<file path="src/rtl/laser_scheduler_if.sv">
// Signal bundle between the fire/frame-timing logic and laser_scheduler.
// Defining LASER_STATS_EN adds the shot and drop counters to the bundle.
interface laser_scheduler_if #(
    parameter int N_SLOTS = 4
);
    logic                    tick;
    logic                    pause;
    logic                    fire_top;
    logic                    fire_bot;
    logic                    ack_top;
    logic                    ack_bot;
    logic [N_SLOTS-1:0]      slot_active;
    logic [N_SLOTS-1:0]      slot_dir;
    logic [10*N_SLOTS-1:0]   slot_y;
    logic                    busy;
`ifdef LASER_STATS_EN
    logic [15:0]             shots_top;
    logic [15:0]             shots_bot;
    logic [15:0]             dropped;

    modport master (
        output tick, pause, fire_top, fire_bot,
        input  ack_top, ack_bot, slot_active, slot_dir, slot_y, busy,
               shots_top, shots_bot, dropped
    );
    modport slave (
        input  tick, pause, fire_top, fire_bot,
        output ack_top, ack_bot, slot_active, slot_dir, slot_y, busy,
               shots_top, shots_bot, dropped
    );
`else
    modport master (
        output tick, pause, fire_top, fire_bot,
        input  ack_top, ack_bot, slot_active, slot_dir, slot_y, busy
    );
    modport slave (
        input  tick, pause, fire_top, fire_bot,
        output ack_top, ack_bot, slot_active, slot_dir, slot_y, busy
    );
`endif
endinterface

</file>
<file path="src/rtl/laser_scheduler.sv">
// Shared laser-slot pool: per-cannon cooldown, round-robin slot grants, per-tick movement.
// Optional LASER_STATS_EN adds saturating shots_top/shots_bot/dropped counters.
module laser_scheduler #(
    parameter int N_SLOTS     = 4,
    parameter int SPEED       = 4,
    parameter int COOLDOWN    = 8,
    parameter int TOP_START_Y = 232,
    parameter int BOT_START_Y = 330,
    parameter int Y_MAX       = 479
) (
    input  logic             clk,
    input  logic             rst,
    laser_scheduler_if.slave bus
);
    localparam int         IDX_W      = (N_SLOTS > 1) ? $clog2(N_SLOTS) : 1;
    localparam logic [9:0] SPEED_Y    = 10'(SPEED);
    localparam logic [9:0] TOP_Y      = 10'(TOP_START_Y);
    localparam logic [9:0] BOT_Y      = 10'(BOT_START_Y);
    localparam logic [9:0] DOWN_LIMIT = 10'(Y_MAX - SPEED);
    localparam logic [7:0] COOL_LOAD  = 8'(COOLDOWN);
    localparam logic [0:0] READY      = 1'b0;
    localparam logic [0:0] COOL       = 1'b1;
    localparam int         TOP        = 0;
    localparam int         BOT        = 1;

    logic [N_SLOTS-1:0] active_q, active_d;
    logic [N_SLOTS-1:0] dir_q, dir_d;
    logic [9:0]         y_q [N_SLOTS];
    logic [9:0]         y_d [N_SLOTS];
    logic [1:0]         state_q, state_d;
    logic [7:0]         cool_q [2];
    logic [7:0]         cool_d [2];
    logic               prio_q, prio_d;
    logic [1:0]         ack_q;

    logic               advance;
    logic               elig_top, elig_bot;
    logic               first_found, second_found;
    logic [IDX_W-1:0]   first_idx, second_idx;
    logic [1:0]         grant;
    logic [IDX_W-1:0]   top_idx, bot_idx;
    logic               refused;

    assign advance  = bus.tick & ~bus.pause;
    assign elig_top = bus.fire_top & (state_q[TOP] == READY) & ~bus.pause;
    assign elig_bot = bus.fire_bot & (state_q[BOT] == READY) & ~bus.pause;

    // Lowest and second-lowest free slot, from the registered valid bits only.
    always_comb begin
        // NOTE: every combinational output gets a default first, so no path can infer a latch.
        first_found  = 1'b0;
        second_found = 1'b0;
        first_idx    = '0;
        second_idx   = '0;
        for (int i = 0; i < N_SLOTS; i++) begin
            if (!active_q[i]) begin
                if (!first_found) begin
                    first_found = 1'b1;
                    first_idx   = IDX_W'(i);
                end else if (!second_found) begin
                    second_found = 1'b1;
                    second_idx   = IDX_W'(i);
                end
            end
        end
    end

    always_comb begin
        grant   = 2'b00;
        top_idx = first_idx;
        bot_idx = first_idx;
        prio_d  = prio_q;
        refused = 1'b0;
        if (elig_top && elig_bot) begin
            if (second_found) begin
                grant   = 2'b11;
                bot_idx = second_idx;
            end else if (first_found) begin
                // Contested single slot: holder wins, priority passes to the other cannon.
                grant   = prio_q ? 2'b10 : 2'b01;
                prio_d  = ~prio_q;
                refused = 1'b1;
            end else begin
                refused = 1'b1;
            end
        end else if (elig_top) begin
            grant[TOP] = first_found;
            refused    = ~first_found;
        end else if (elig_bot) begin
            grant[BOT] = first_found;
            refused    = ~first_found;
        end
    end

    always_comb begin
        active_d = active_q;
        dir_d    = dir_q;
        y_d      = y_q;
        for (int i = 0; i < N_SLOTS; i++) begin
            if (advance && active_q[i]) begin
                if (!dir_q[i]) begin
                    if (y_q[i] < SPEED_Y) active_d[i] = 1'b0;
                    else                  y_d[i] = y_q[i] - SPEED_Y;
                end else begin
                    if (y_q[i] > DOWN_LIMIT) active_d[i] = 1'b0;
                    else                     y_d[i] = y_q[i] + SPEED_Y;
                end
            end
        end
        // Granted slots were inactive, so they never collide with the movement above.
        if (grant[TOP]) begin
            active_d[top_idx] = 1'b1;
            dir_d[top_idx]    = 1'b0;
            y_d[top_idx]      = TOP_Y;
        end
        if (grant[BOT]) begin
            active_d[bot_idx] = 1'b1;
            dir_d[bot_idx]    = 1'b1;
            y_d[bot_idx]      = BOT_Y;
        end
    end

    always_comb begin
        state_d = state_q;
        cool_d  = cool_q;
        for (int c = 0; c < 2; c++) begin
            case (state_q[c])
                READY: begin
                    if (grant[c]) begin
                        state_d[c] = COOL;
                        cool_d[c]  = COOL_LOAD;
                    end
                end
                COOL: begin
                    if (advance) begin
                        cool_d[c] = cool_q[c] - 8'd1;
                        if (cool_q[c] == 8'd1) state_d[c] = READY;
                    end
                end
                default: state_d[c] = READY;
            endcase
        end
    end

    always_ff @(posedge clk) begin
        // NOTE: state registers use non-blocking assignment so every flop samples pre-edge values.
        if (rst) begin
            active_q <= '0;
            dir_q    <= '0;
            state_q  <= {READY, READY};
            prio_q   <= 1'b0;
            ack_q    <= 2'b00;
            // NOTE: the y array is small and renderer-visible, so it is reset rather than left unknown.
            for (int i = 0; i < N_SLOTS; i++) y_q[i] <= '0;
            for (int c = 0; c < 2; c++) cool_q[c] <= '0;
        end else begin
            active_q <= active_d;
            dir_q    <= dir_d;
            y_q      <= y_d;
            state_q  <= state_d;
            cool_q   <= cool_d;
            prio_q   <= prio_d;
            ack_q    <= grant;
        end
    end

    assign bus.ack_top     = ack_q[TOP];
    assign bus.ack_bot     = ack_q[BOT];
    assign bus.slot_active = active_q;
    assign bus.slot_dir    = dir_q;
    assign bus.busy        = |active_q;

    for (genvar i = 0; i < N_SLOTS; i++) begin : g_y
        assign bus.slot_y[10*i +: 10] = y_q[i];
    end

`ifdef LASER_STATS_EN
    logic [15:0] shots_top_q, shots_bot_q, dropped_q;

    always_ff @(posedge clk) begin
        if (rst) begin
            shots_top_q <= '0;
            shots_bot_q <= '0;
            dropped_q   <= '0;
        end else begin
            if (grant[TOP] && shots_top_q != 16'hFFFF) shots_top_q <= shots_top_q + 16'd1;
            if (grant[BOT] && shots_bot_q != 16'hFFFF) shots_bot_q <= shots_bot_q + 16'd1;
            if (refused && dropped_q != 16'hFFFF)      dropped_q   <= dropped_q + 16'd1;
        end
    end

    assign bus.shots_top = shots_top_q;
    assign bus.shots_bot = shots_bot_q;
    assign bus.dropped   = dropped_q;
`else
    logic unused_refused;
    assign unused_refused = refused;
`endif
endmodule
</file>
<file path="src/flat_wrapper.sv">
// flat-port wrapper written by rule: the top's interface ports become plain ports
module laser_scheduler_flat 
#(
    parameter int N_SLOTS     = 4,
    parameter int SPEED       = 4,
    parameter int COOLDOWN    = 8,
    parameter int TOP_START_Y = 232,
    parameter int BOT_START_Y = 330,
    parameter int Y_MAX       = 479
)
  (clk, rst, bus_tick, bus_pause, bus_fire_top, bus_fire_bot, bus_ack_top, bus_ack_bot, bus_slot_active, bus_slot_dir, bus_slot_y, bus_busy);
  laser_scheduler_if #(.N_SLOTS(N_SLOTS)) bus_i ();
  input  logic clk;
  input  logic rst;
  input wire logic [$bits(bus_i.tick)-1:0] bus_tick;
  input wire logic [$bits(bus_i.pause)-1:0] bus_pause;
  input wire logic [$bits(bus_i.fire_top)-1:0] bus_fire_top;
  input wire logic [$bits(bus_i.fire_bot)-1:0] bus_fire_bot;
  output wire logic [$bits(bus_i.ack_top)-1:0] bus_ack_top;
  output wire logic [$bits(bus_i.ack_bot)-1:0] bus_ack_bot;
  output wire logic [$bits(bus_i.slot_active)-1:0] bus_slot_active;
  output wire logic [$bits(bus_i.slot_dir)-1:0] bus_slot_dir;
  output wire logic [$bits(bus_i.slot_y)-1:0] bus_slot_y;
  output wire logic [$bits(bus_i.busy)-1:0] bus_busy;
  assign bus_i.tick = bus_tick;
  assign bus_i.pause = bus_pause;
  assign bus_i.fire_top = bus_fire_top;
  assign bus_i.fire_bot = bus_fire_bot;
  assign bus_ack_top = bus_i.ack_top;
  assign bus_ack_bot = bus_i.ack_bot;
  assign bus_slot_active = bus_i.slot_active;
  assign bus_slot_dir = bus_i.slot_dir;
  assign bus_slot_y = bus_i.slot_y;
  assign bus_busy = bus_i.busy;
  laser_scheduler #(.N_SLOTS(N_SLOTS), .SPEED(SPEED), .COOLDOWN(COOLDOWN), .TOP_START_Y(TOP_START_Y), .BOT_START_Y(BOT_START_Y), .Y_MAX(Y_MAX)) u_core (.clk(clk), .rst(rst), .bus(bus_i));
endmodule
</file>
<file path="config.mk">
export PLATFORM = sky130hd
export DESIGN_NAME = laser_scheduler_flat
export DESIGN_NICKNAME = d
export VERILOG_FILES = /design/src/rtl/laser_scheduler_if.sv /design/src/rtl/laser_scheduler.sv /design/src/flat_wrapper.sv
export SDC_FILE = /design/constraint.sdc
export NUM_CORES = 1
export LEC_CHECK = 0
export BUFFER_PORTS_ARGS = -buffer_cell sky130_fd_sc_hd__buf_2
export CORE_ASPECT_RATIO = 1.5
export CORE_MARGIN = 5
export CORE_UTILIZATION = 59
export CTS_CLUSTER_SIZE = 30
export DETAILED_ROUTE_END_ITERATION = 8
export PLACE_DENSITY = 0.9
export REMOVE_ABC_BUFFERS = 1
export SYNTH_ARGS = -nofsm -noshare
export SYNTH_HDL_FRONTEND = slang
export SYNTH_SLANG_ARGS = --single-unit
</file>
<file path="constraint.sdc">
create_clock -name clk -period 3 [get_ports clk]
set_clock_uncertainty 0.1 [all_clocks]
set_input_delay 0.3 -clock clk [delete_from_list [all_inputs] [get_ports clk]]
set_output_delay 0.3 -clock clk [all_outputs]
set_load 0.02 [all_outputs]
</file>
Word-level counts from Yosys, hierarchy flattened

Cells that the tools add are included.
Widths: inputs -> output; s select.

Bits in registers: 69
Bits of input ports: 6
Output and inout port bits: 51
Word-level logic and storage cells: 171

$add $sub $neg: 10
Magnitude comparators: 16
Equality and inequality tests: 6
Multiplexer cells: 92
Bitwise logic cells: 23
Reduce and logical (&&, ||, !) cells: 13

Operators with widths:

| cell                  | number |
|---|---|
| $mux 10               | 18 |
| $mux 40               | 2 |
| $and 24x24->24        | 2 |
| $not 24->24           | 2 |
| $add 10x3->10 const B | 4 |
| $demux 10 s2          | 2 |
| $gt 10x9->1 const B   | 4 |
| $lt 10x3->1 const B   | 4 |
| $sub 10x3->10 const B | 4 |
| $mux 1                | 38 |
| $mux 2                | 18 |
| $mux 8                | 4 |
| $or 16x16->16         | 2 |
| $pmux 8 s2            | 2 |
| $eq 8x1->1 const B    | 2 |
| $mux 4                | 4 |
| $sub 8x1->8 const B   | 2 |
| $or 4x4->4            | 3 |
| $logic_and 1x1->1     | 9 |
| $ge 3x3->1 const B    | 2 |
| $lt 2x3->1 const B    | 2 |
| $lt 3x1->1 const B    | 2 |
| $not 2->3             | 2 |
| $and 1x1->1           | 5 |
| 11 further kinds      | 21 |

Depth between registers and ports, before layout

Depth after elaboration: 18
Depth in mapped cells: 9
Mapped depth without buffers: 8

Least setup slack after synthesis

Ideal clock, no wire load.

Path kind: register -> register
From: register u_core.active_q[0] (netlist: u_core.bus.slot_active[0])
To: register u_core.cool_q[8] (netlist bit)
Setup time: 0.065 ns
Arrival: 2.174 ns
Required time: 2.835 ns
Path slack: 0.661 ns
Cell stages (with the launch flop): 9
Buffers on the path: 0
Period minus slack after synthesis: 2.339 ns
Path through: dfxtp_1 -> inv_1 -> ha_1 -> nand2b_1 -> o22ai_1 -> a211oi_2 -> or3_4 -> mux2_2 -> nor2_1

Longest elaborated chain between the ends: 10
Elaborated cells between the ends (all ways): 15
Classes of those cells: eq/ne (1); mux (13); reduce/logical (1)

RTL lines:

| element                        | line                                         | source |
|---|---|---|
| start, declared                | laser_scheduler.sv:26                        | `logic [N_SLOTS-1:0] active_q, active_d;` |
| start signal, assigned         | laser_scheduler.sv:157                       | `active_q <= active_d;` |
| $mux 1 (*)                     | laser_scheduler.sv:56, laser_scheduler.sv:57 |  |
| $mux 1                         | laser_scheduler.sv:56                        | `if (!active_q[i]) begin` |
| $mux 1                         | laser_scheduler.sv:57                        | `if (!first_found) begin` |
| $mux 1                         | laser_scheduler.sv:56                        |  |
| $mux 1                         | laser_scheduler.sv:57                        |  |
| $mux 1                         | laser_scheduler.sv:56                        |  |
| $mux 2                         | laser_scheduler.sv:75                        | `if (second_found) begin` |
| $mux 2 (*)                     | laser_scheduler.sv:74                        | `if (elig_top && elig_bot) begin` |
| $ne 2x1->1 (no line) (*)       | -                                            |  |
| $reduce_and 2->1 (no line) (*) | -                                            |  |
| end signal, assigned           | laser_scheduler.sv:161                       | `cool_q <= cool_d;` |
| end, declared                  | laser_scheduler.sv:31                        | `logic [7:0] cool_q [2];` |

Every way passes the cells marked *; elsewhere a longest branch is shown, timed or not.
A chain may end at the register's enable or synchronous reset.

Worst setup path after layout

From: register u_core.active_q[0] (netlist: u_core.bus.slot_active[0])
To: register u_core.y_q (netlist bit u_core.bus.slot_y[4])

Longest elaborated chain between the ends: 18
Elaborated cells between the ends (all ways): 51
Classes of those cells: order compare (4); mux (38); bitwise (6); reduce/logical (3)

RTL lines:

| element                                                        | line                                         | source |
|---|---|---|
| $mux 1                                                         | laser_scheduler.sv:56, laser_scheduler.sv:57 |  |
| $mux 2 or $mux 1 (tied branches)                               | laser_scheduler.sv:56                        |  |
| $mux 2                                                         | laser_scheduler.sv:60                        | `end else if (!second_found) begin` |
| $mux 2                                                         | laser_scheduler.sv:57                        |  |
| $mux 2                                                         | laser_scheduler.sv:56                        |  |
| $mux 2                                                         | laser_scheduler.sv:60                        |  |
| $mux 2                                                         | laser_scheduler.sv:57                        |  |
| $mux 2                                                         | laser_scheduler.sv:56                        |  |
| [... 2 more ...]                                               | -                                            |  |
| $not 2->3 (not written as such)                                | laser_scheduler.sv:119                       | `y_d[bot_idx] = BOT_Y;` |
| $ge 3x3->1 (not written as such) or $lt 3x1->1 (tied branches) | laser_scheduler.sv:119                       |  |
| $logic_and 1x1->1 (not written as such)                        | laser_scheduler.sv:119                       |  |
| $mux 10 (not written as such)                                  | laser_scheduler.sv:119                       |  |
| $demux 10 s2                                                   | laser_scheduler.sv:119                       |  |
| $not 24->24 (no line)                                          | -                                            |  |
| $and 24x24->24 (no line)                                       | -                                            |  |
| $mux 40 (*)                                                    | laser_scheduler.sv:116                       | `if (grant[BOT]) begin` |
| end signal, assigned                                           | laser_scheduler.sv:159                       | `y_q <= y_d;` |
| end, declared                                                  | laser_scheduler.sv:28                        | `logic [9:0] y_q [N_SLOTS];` |

Marked as above.

==> flow_summary_export.csv <==
group,metric,value,unit
logic_synthesis,yosysTopAreaCell,"dfxtp_1",
clock_network,cts_tree,"built",
worst_setup_path,cp.buffers_inverters,0,
route,wire_per_inst,17.4,um
clock_network,cts-root-buf,"clkbuf_16",
worst_setup_path,start_kind,"flop",
route,viasPerCell,6.63,
logic_synthesis,synth-seq-cells,69,
layout,nNetsFinal,662,
clock_network,clk-insertion-delay-late,0.35,ns
clock_network,clkSlewWorstSetupHoldPaths,0.05,ns
job,maxCapViolCount,0,
logic_synthesis,synth-seq-area-share,29.2,%
grt,grt_usage,25.9,%
worst_setup_path,worst-setup-path-type,"reg -> reg",
min_path,holdPathEnd,"u_core.bus.slot_active[2]",
logic_synthesis,synth_async_sr_flop_share,0,%
route,drt-total-wl,13.0,mm
logic_synthesis,synth_top_cell_area_share,29.2,%
logic_synthesis,syn_avg_cell_area,7.91,um^2
grt,antenna_found_initial,0,
timing,fin_crit_sh,86.4,%
logic_synthesis,synth_flop_cell,"dfxtp_1",
worst_setup_path,endpoint_kind,"flop",
pwr,peakVddDrop,411,uV
floorplanning,die_h,120,um
layout,layout-drive-gt1-share,17.8,%
worst_setup_path,path_max_fanout,10,
placement,post-dp-hpwl,9.28,mm
layout,diodes,0,
worst_setup_path,cp.depth,7,
route,dr.pass1.iters,5,
grt,first_global_vias,4693,
timing,worstMarginPinSlew,0.692,ns
logic_synthesis,synth-edff-count,0,
logic_synthesis,synthDistinctLibCells,84,
floorplanning,die_area,0.00993,mm^2
worst_setup_path,cp_slowest_cell,"dfxtp_1",
logic_synthesis,syn_area,0.00472,mm^2
worst_setup_path,reg2reg_depth,7,
min_path,hold_start,"rst",
floorplanning,num_rows,40,
route,wl_met1,5.09,mm
route,drc,0,
grt,gr-total-overflow,0,
worst_setup_path,cp_top_family,"compound AO/OA/AOI/OAI gates",
clock_network,ctsHoldBuffers,0,
placement,place_congestion,0.933,
floorplanning,io_pins,57,
worst_setup_path,path_cells,"ha_1 -> nand2_1 -> o22ai_1 -> a211oi_2 -> o211ai_4 -> a21boi_2 -> nor4b_2",
worst_setup_path,r2r_end,"u_core.bus.slot_y[4]",
clock_network,cts-resized-gates,0,
timing,setup_viol,0,
timing,hold_violations,0,
route,vias,4951,
layout,syn2layout_area_growth,13.7,%
timing,max_freq,0.386,GHz
route,top_layer_used,"met4",
route,route.met3.wl,993,um
logic_synthesis,yosys_warnings,0,
worst_setup_path,cp_data_required_time,3.15,ns
worst_setup_path,cp_slowest_stage_delay,0.43,ns
logic_synthesis,synthTopCellsByCount,"69 x dfxtp_1, 55 x a21oi_1, 52 x nand2_1, 49 x nor2_1, 27 x nor3_1",
logic_synthesis,yosysMostFrequentCell,"dfxtp_1",
route,route.met2.wl,6.56,mm
timing,min_period,2.59,ns
logic_synthesis,syn_inst,597,
route,final_antenna_net_count,0,
min_path,hold_class,"in -> reg",
worst_setup_path,r2r_start,"u_core.bus.slot_active[0]",
clock_network,clock-sinks,69,
worst_setup_path,worst_ep_arrival_time,2.74,ns
route,first_iter_violations,422,
floorplanning,die_x,83.1,um
pwr,leakagePower,2.05,nW
logic_synthesis,ys_top_cells_by_area,"dfxtp_1 29%, a21oi_1 5.8%, ha_1 5.0%",
clock_network,cts_buffers,9,
pwr,power.density,516,mW/mm^2
grt,grt_pass1_wl,21.7,mm
worst_setup_path,r2r_slack,0.41,ns
clock_network,postCtsSetupRepairBufs,0,
timing,rsz0062_at_grt,"false",
timing,finalSetupTns,0,ns
timing,relSlewSlack,53.4,%
clock_network,cts_buffer_depth,2,
floorplanning,start_util,59.7,%
grt,grt_max_degree,28,
clock_network,h-tree-depth,3,
timing,maxSlewViolCount,0,
timing,fin_hold_ws,0.358,ns
placement,portBuffers,56,
floorplanning,core_area,0.00791,mm^2
outcome,status,"completed",
min_path,min_path_cells,2,
[cells in the final DEF (no fill, tap or decap), types with 7 or more instances in the layout]
master / count
dfxtp_1: 69
buf_2: 56
a21oi_1: 55
nand2_1: 52
nor2_1: 49
nor3_1: 27
o21ai_0: 26
nand3_1: 23
inv_1: 21
ha_1: 19
nand2b_1: 13
xnor2_1: 12
a31oi_1: 12
nor2b_1: 9
nand4_1: 9
nor4_1: 9
a311oi_1: 9
clkbuf_16: 9
buf_4: 8
and2_1: 7
nor3b_1: 7
o211ai_1: 7
[where the power goes]
part / switching [mW] / total (mW) / leakage, nW / internal [mW]
Combinational: 0.310 / 0.500 / 1.32 / 0.190
Clock: 0.398 / 1.23 / 0.167 / 0.833
Sequential: 0.0803 / 1.04 / 0.560 / 0.959
Total: 0.788 / 2.77 / 2.05 / 1.98
[worst register-to-register path, cell delays in order, from the launching register on]
cell      delay [ns]
dfxtp_1         0.43
ha_1            0.40
nand2_1         0.16
o22ai_1         0.38
a211oi_2        0.20
o211ai_4        0.26
a21boi_2        0.32
nor4b_2         0.25
[metrics by stage]
step / worst slack, ns / area (um^2) / total power, mW / utilization [%] / cells
floorplan: 0.638 / 4560 / 1.39 / - / 562
global placement: 0.614 / 5030 / 1.52 / 63.6 / 731
detailed placement: 0.494 / 5030 / 1.54 / 63.6 / 731
CTS: 0.437 / 5370 / 2.76 / 67.9 / 747
global route: 0.153 / 5370 / 2.87 / 67.9 / 747
finish: 0.407 / 5370 / 2.77 / 67.9 / 747
[worst max-delay path by stage]
stage,from,endpoint,slack [ns]
after floorplan,u_core.bus.slot_active[0],u_core.cool_q[8],0.64
after global placement,u_core.bus.slot_active[0],u_core.bus.slot_y[16],0.61
after detailed placement,u_core.bus.slot_active[0],u_core.bus.slot_y[4],0.49
after CTS,u_core.bus.slot_active[0],u_core.bus.slot_y[4],0.44
after global routing,u_core.bus.slot_active[0],u_core.bus.slot_y[11],0.15
final,u_core.bus.slot_active[0],u_core.bus.slot_y[4],0.41
[layer usage]
metal  vias up  track usage [%]
li1       2304                -
met1      2330             30.3
met2       278             45.0
met3        39             4.95
met4         0             12.7
met5         -                0
[final cells by class]
type	instances	area [um^2]
Sequential cell	69	1380
Fill cell	648	2530
Tap cell	105	131
Multi-Input combinational cell	471	3100
Clock inverter	4	95.1
Inverter	22	82.6
Clock buffer	12	246
Timing Repair Buffer	64	340
[cell families (layout without fill, tap and decap cells)]
family          count (synthesis)  after routing  share of synthesized area (%)
flops                          69             69                           29.2
buf+inv                        57            102                           5.24
simple gates                  254            254                           30.1
mux                            11             11                           2.49
compound gates                174            174                           25.5
fa+ha+maj                      19             19                           5.03
xor+xnor                       13             13                           2.41
[flip-flops by register name (all words and copies together) (netlist names)]
register                count
u_core.bus.slot_dir         4
u_core.prio_q               1
u_core.bus.slot_active      4
u_core.ack_q                2
u_core.state_q              2
u_core.bus.slot_y          40
u_core.cool_q              16
Power figures use the tool's default switching activity.
